File: config.mk
export PLATFORM = sky130hd
export DESIGN_NAME = fifo_queue
export DESIGN_NICKNAME = d
export VERILOG_FILES = /design/src/rtl/fifo_queue_pkg.sv /design/src/rtl/fifo_queue_storage.sv /design/src/rtl/fifo_queue.sv
export SDC_FILE = /design/constraint.sdc
export NUM_CORES = 1
export LEC_CHECK = 0
export ABC_CLOCK_PERIOD_IN_PS = 3700
export BUFFER_PORTS_ARGS = -buffer_cell sky130_fd_sc_hd__buf_2
export CORE_ASPECT_RATIO = 1.4
export CORE_MARGIN = 2
export CORE_UTILIZATION = 38
export DETAILED_ROUTE_END_ITERATION = 6
export GPL_TIMING_DRIVEN = 0
export SYNTH_ARGS = -nofsm -noshare
export SYNTH_HDL_FRONTEND = slang
export SYNTH_HIERARCHICAL = 1
export SYNTH_SLANG_ARGS = --single-unit
File: constraint.sdc
create_clock -name clk_in -period 3.7 [get_ports clk_in]
set_input_delay 0.555 -clock clk_in [delete_from_list [all_inputs] [get_ports clk_in]]
set_output_delay 0.555 -clock clk_in [all_outputs]
set_load 0.01 [all_outputs]
File: src/rtl/fifo_queue_pkg.sv
// Shared defaults and storage-style names for fifo_queue.
// The optional FIFO_QUEUE_PROTOCOL_CHECK_EN checker lives in fifo_queue.sv.
package fifo_queue_pkg;

   localparam int unsigned DefaultQueueSize  = 8;
   localparam int unsigned DefaultPtrWidth   = 3;
   localparam int unsigned DefaultEntryWidth = 32;

   localparam string StorageLutram = "LUTRAM";
   localparam string StorageFlops  = "FLOPS";

endpackage

File: src/rtl/fifo_queue_storage.sv
// Entry storage for fifo_queue: one synchronous write port, one asynchronous read port.
// STORAGE_TYPE picks an indexed array (LUTRAM) or a decoded register bank (FLOPS).
module fifo_queue_storage
   import fifo_queue_pkg::*;
#(
   parameter int unsigned DEPTH        = DefaultQueueSize,
   parameter int unsigned ADDR_WIDTH   = DefaultPtrWidth,
   parameter int unsigned DATA_WIDTH   = DefaultEntryWidth,
   parameter string       STORAGE_TYPE = StorageLutram
) (
   input  logic                  clk_in,
   input  logic                  wr_en_i,
   input  logic [ADDR_WIDTH-1:0] wr_addr_i,
   input  logic [DATA_WIDTH-1:0] wr_data_i,
   input  logic [ADDR_WIDTH-1:0] rd_addr_i,
   output logic [DATA_WIDTH-1:0] rd_data_o
);

   if (STORAGE_TYPE == StorageFlops) begin : g_flops
      logic [DEPTH-1:0][DATA_WIDTH-1:0] mem_q;

      always_ff @(posedge clk_in) begin
         for (int i = 0; i < DEPTH; i++) begin
            if (wr_en_i && (wr_addr_i == ADDR_WIDTH'(i))) begin
               mem_q[i] <= wr_data_i;
            end
         end
      end

      assign rd_data_o = mem_q[rd_addr_i];
   end else begin : g_lutram
      logic [DATA_WIDTH-1:0] mem_q [DEPTH];

      always_ff @(posedge clk_in) begin
         if (wr_en_i) begin
            mem_q[wr_addr_i] <= wr_data_i;
         end
      end

      assign rd_data_o = mem_q[rd_addr_i];
   end

endmodule

File: src/rtl/fifo_queue.sv
// First-word-fall-through FIFO with occupancy count and async active-high reset.
// Define FIFO_QUEUE_PROTOCOL_CHECK_EN to report writes while full and pops while empty.
module fifo_queue
   import fifo_queue_pkg::*;
#(
   parameter int unsigned QUEUE_SIZE                 = DefaultQueueSize,
   parameter int unsigned QUEUE_PTR_WIDTH_IN_BITS    = DefaultPtrWidth,
   parameter int unsigned SINGLE_ENTRY_WIDTH_IN_BITS = DefaultEntryWidth,
   parameter string       STORAGE_TYPE               = StorageLutram
) (
   input  logic                                  clk_in,
   input  logic                                  reset_in,
   output logic                                  is_empty_out,
   output logic                                  is_full_out,
   input  logic [SINGLE_ENTRY_WIDTH_IN_BITS-1:0] request_in,
   input  logic                                  request_valid_in,
   output logic                                  issue_ack_out,
   output logic [SINGLE_ENTRY_WIDTH_IN_BITS-1:0] request_out,
   output logic                                  request_valid_out,
   input  logic                                  issue_ack_in
);

   localparam int unsigned PtrW = QUEUE_PTR_WIDTH_IN_BITS;
   localparam int unsigned CntW = QUEUE_PTR_WIDTH_IN_BITS + 1;
   localparam logic [CntW-1:0] FullCount = CntW'(QUEUE_SIZE);

   logic [PtrW-1:0] wr_ptr_q, wr_ptr_d;
   logic [PtrW-1:0] rd_ptr_q, rd_ptr_d;
   logic [CntW-1:0] count_q, count_d;
   logic            push, pop;
   logic [SINGLE_ENTRY_WIDTH_IN_BITS-1:0] head_data;

   assign is_empty_out      = (count_q == '0);
   assign is_full_out       = (count_q == FullCount);
   assign push              = request_valid_in & ~is_full_out;
   assign pop               = issue_ack_in & ~is_empty_out;
   assign issue_ack_out     = push;
   assign request_valid_out = ~is_empty_out;
   assign request_out       = is_empty_out ? '0 : head_data;

   always_comb begin
      wr_ptr_d = wr_ptr_q;
      rd_ptr_d = rd_ptr_q;
      count_d  = count_q;
      if (push) wr_ptr_d = wr_ptr_q + 1'b1;
      if (pop)  rd_ptr_d = rd_ptr_q + 1'b1;
      case ({push, pop})
         2'b10:   count_d = count_q + 1'b1;
         2'b01:   count_d = count_q - 1'b1;
         default: count_d = count_q;
      endcase
   end

   always_ff @(posedge clk_in or posedge reset_in) begin
      if (reset_in) begin
         wr_ptr_q <= '0;
         rd_ptr_q <= '0;
         count_q  <= '0;
      end else begin
         wr_ptr_q <= wr_ptr_d;
         rd_ptr_q <= rd_ptr_d;
         count_q  <= count_d;
      end
   end

   fifo_queue_storage #(
      .DEPTH       (QUEUE_SIZE),
      .ADDR_WIDTH  (PtrW),
      .DATA_WIDTH  (SINGLE_ENTRY_WIDTH_IN_BITS),
      .STORAGE_TYPE(STORAGE_TYPE)
   ) u_storage (
      .clk_in    (clk_in),
      .wr_en_i   (push),
      .wr_addr_i (wr_ptr_q),
      .wr_data_i (request_in),
      .rd_addr_i (rd_ptr_q),
      .rd_data_o (head_data)
   );

`ifdef FIFO_QUEUE_PROTOCOL_CHECK_EN
   always_ff @(posedge clk_in) begin
      if (!reset_in) begin
         if (request_valid_in && is_full_out) begin
            $display("%t fifo_queue ERROR: write attempted while full", $time);
         end
         if (issue_ack_in && is_empty_out) begin
            $display("%t fifo_queue ERROR: issue_ack_in while empty", $time);
         end
      end
   end
`else
   // Protocol checker compiled out.
`endif

endmodule

==> metrics.cfg <==
[outcome]
status=completed

[critical_path]
cp.required_ns=4.07
cp.arrival_ns=3.63
crit_chain=nor4b_1 > nand2b_1 > ha_1 > ha_1 > or4b_2 > o311ai_0 > o211ai_1
cp_max_fo=9
critPathKind=reg2reg
crit_top_cell=ha_1
endpoint_kind=register
startpoint_type=register
slowest_delay_ns=0.74
slowest_stage=nor4b_1

[route]
vias=4909
drt-wirelength-per-cell_microns=21.71
wl_met3_microns=696
dr.max_layer_used=met4
drc=0
dr.pass1.iters=4
drt_iter0_drc=367
wl_met2_mm=11.75
ant_nets=0
met1_length_mm=8.078
wl_mm=20.91
drt-vias-per-instance=5.098

[power_and_ir_drop]
power.density_mw_per_mm2=772.8
finalPower_mw=9.662
ir_drop_mv=0.4004
p_leak_nw=4.223

[layout]
fin_cells=963
seqCellArea_sq_mm=0.007938
postLayoutCoreUtil=0.4536
drive_above_1_share=0.3328
num-fill-cells=2358
multi_input_area_sq_mm=0.002595
area_growth_pct=17.45
layout.nets=621

[sta]
timing.hold.ws_ns=0.03893
finalCriticalPeriod_ns=3.259
finalSetupTns_ns=0
max_slew.worst_pin.slew_ns=0.8362
finalCritPeriodShare=0.8808
finalHoldViolCount=0
max_freq_mhz=306.8
fin_skew_ns=0.01556
slew_viol_final=0
slew_headroom=0.4407
finalSetupViolCount=0
rsz0062_at_grt=no

[floorplanning]
row_count=72
dieArea_sq_mm=0.02939
core_sq_mm=0.02757
fp.dieH_microns=202.0
start_util=0.3862
io_pins=72
die_w_microns=145.5

[placed_design]
placedCellCount=924
dp_hpwl_mm=13.65
portBuffers=71
gp_congestion=0.6655

[clocking]
post-cts-setup-buffer-count=0
htreeDepth=1
cts_hold_buf=0
cts_resized=0
clkSlewWorstSetupHoldPaths_ns=0.06
cts_tree=done
clkLatencyLatePin_ns=0.51
clock_sinks=266
cts_max_path_buffers=3
root_buffer=clkbuf_16
cts_buffers=23

[yosys]
ys_ff_latch=266
synth_edf_count=256
postSynthAreaPerCell_sq_um=22.51
synthFlopType=edfxtp_1
syn_area_sq_mm=0.01065
ys_types=33
ys_async_sr_fraction=0.03759
yosysWarnings=6
syn_nets=515
synthCells=473
ys_seq_area_frac=0.7457

[min_path]
min_path_type=in2async

[run]
maxCapViolations=0

[global_route]
grt_max_degree=21
grt_use_total=0.1440
grt_pass1_vias=5330
grt-ovfl-total=0
antenna_found_initial=1
grt_first_pass_wirelength_mm=32.05

## placed cells by master, fill, tap and decap left out, types with 2 or more instances in the layout
master,instances
ha_1,5
buf_12,3
xnor2_1,3
mux4_1,40
buf_1,4
nand3_1,2
clkinvlp_4,3
dfrtp_1,10
buf_16,6
mux4_2,24
mux2_2,34
and2_1,32
clkbuf_1,7
clkinv_1,4
clkinv_2,2
nor2_1,2
nor3_4,2
buf_6,8
nand2_1,4
nor3b_1,2
nand2b_1,4
xor2_1,3
bufinv_16,3
buf_2,77
edfxtp_1,256
a21oi_1,2
clkbuf_16,23
nor2_4,6
inv_1,7
## critical path, delay by kind of cell, from the launching register on
family	cells	cell delay, ns
AND/OR/NAND/NOR	3	1.69
AO/OA/AOI/OAI	2	0.27
flip-flops	1	0.45
adder cells (fa/ha/maj)	2	0.71
## power by group
part	switching, mW	internal [mW]	total [mW]
sequential	0.155	3.80	3.96
clock	1.01	1.34	2.35
combinational	1.69	1.67	3.36
## kinds of logic after synthesis
family,synth area share
buffers and inverters,0.01693
AO/OA/AOI/OAI,0.003996
AND/OR/NAND/NOR,0.03291
multiplexers,0.1878
XOR/XNOR,0.004937
adder cells (fa/ha/maj),0.007757
flip-flops,0.7457
## flip-flops by register name, indices dropped and copies added (netlist names)
signal	count
wr_ptr_q	3
rd_ptr_q	3
u_storage/g_lutram.mem_q	256
count_q	4
## path summary, 6_finish.rpt
kind | startpoint | to | slack, ns | depth (start not counted)
worst max-delay path | count_q[0] | count_q[3] | 0.44 | 7
worst min-delay path | reset_in | wr_ptr_q[2] | 0.04 | 2
worst max register to register | count_q[0] | count_q[3] | 0.44 | 7
worst min register to register | wr_ptr_q[2] | wr_ptr_q[2] | 0.49 | 1
max in group asynchronous | reset_in | rd_ptr_q[0] | 3.36 | 2
min in group clk_in | request_in[20] | u_storage/g_lutram.mem_q[1][20] | 0.31 | 1
## synth_stat cells (5+ instances only)
| master | n | share of area |
|---|---|---|
| buf_2 | 6 | 0.0028 |
| mux4_2 | 24 | 0.051 |
| dfrtp_1 | 10 | 0.024 |
| inv_1 | 7 | 0.0025 |
| mux2_2 | 34 | 0.036 |
| nor2_1 | 8 | 0.0028 |
| clkbuf_1 | 5 | 0.0018 |
| mux4_1 | 40 | 0.099 |
| edfxtp_1 | 256 | 0.72 |
| ha_1 | 5 | 0.0059 |
| and2_1 | 32 | 0.019 |
| buf_6 | 8 | 0.0085 |
## through the flow
step	worst slack (ns)	area, sq um
finish	0.4411	12500
global route	0.3938	12500
CTS	0.4852	12500
detailed placement	0.5179	11770
global placement	-0.7384	11470
floorplan	0.8290	10660
## final cells by class
| class | instances | share of cell area |
|---|---|---|
| Buffer | 23 | 0.01231 |
| Clock inverter | 13 | 0.01171 |
| Sequential cell | 266 | 0.6348 |
| Clock buffer | 25 | 0.04663 |
| Multi-Input combinational cell | 177 | 0.2075 |
| Tap cell | 370 | 0.03703 |
| Timing Repair Buffer | 81 | 0.04763 |
| Inverter | 7 | 0.002101 |
| Antenna cell | 1 | 0.0002001 |
## routing by layer
metal,up-vias,GRT usage
li1,2188,-
met1,2601,0.1675
met2,94,0.2776
met3,26,0.01738
met4,0,0.04062
met5,-,0
No activity file was read; power rests on OpenSTA's default activity.
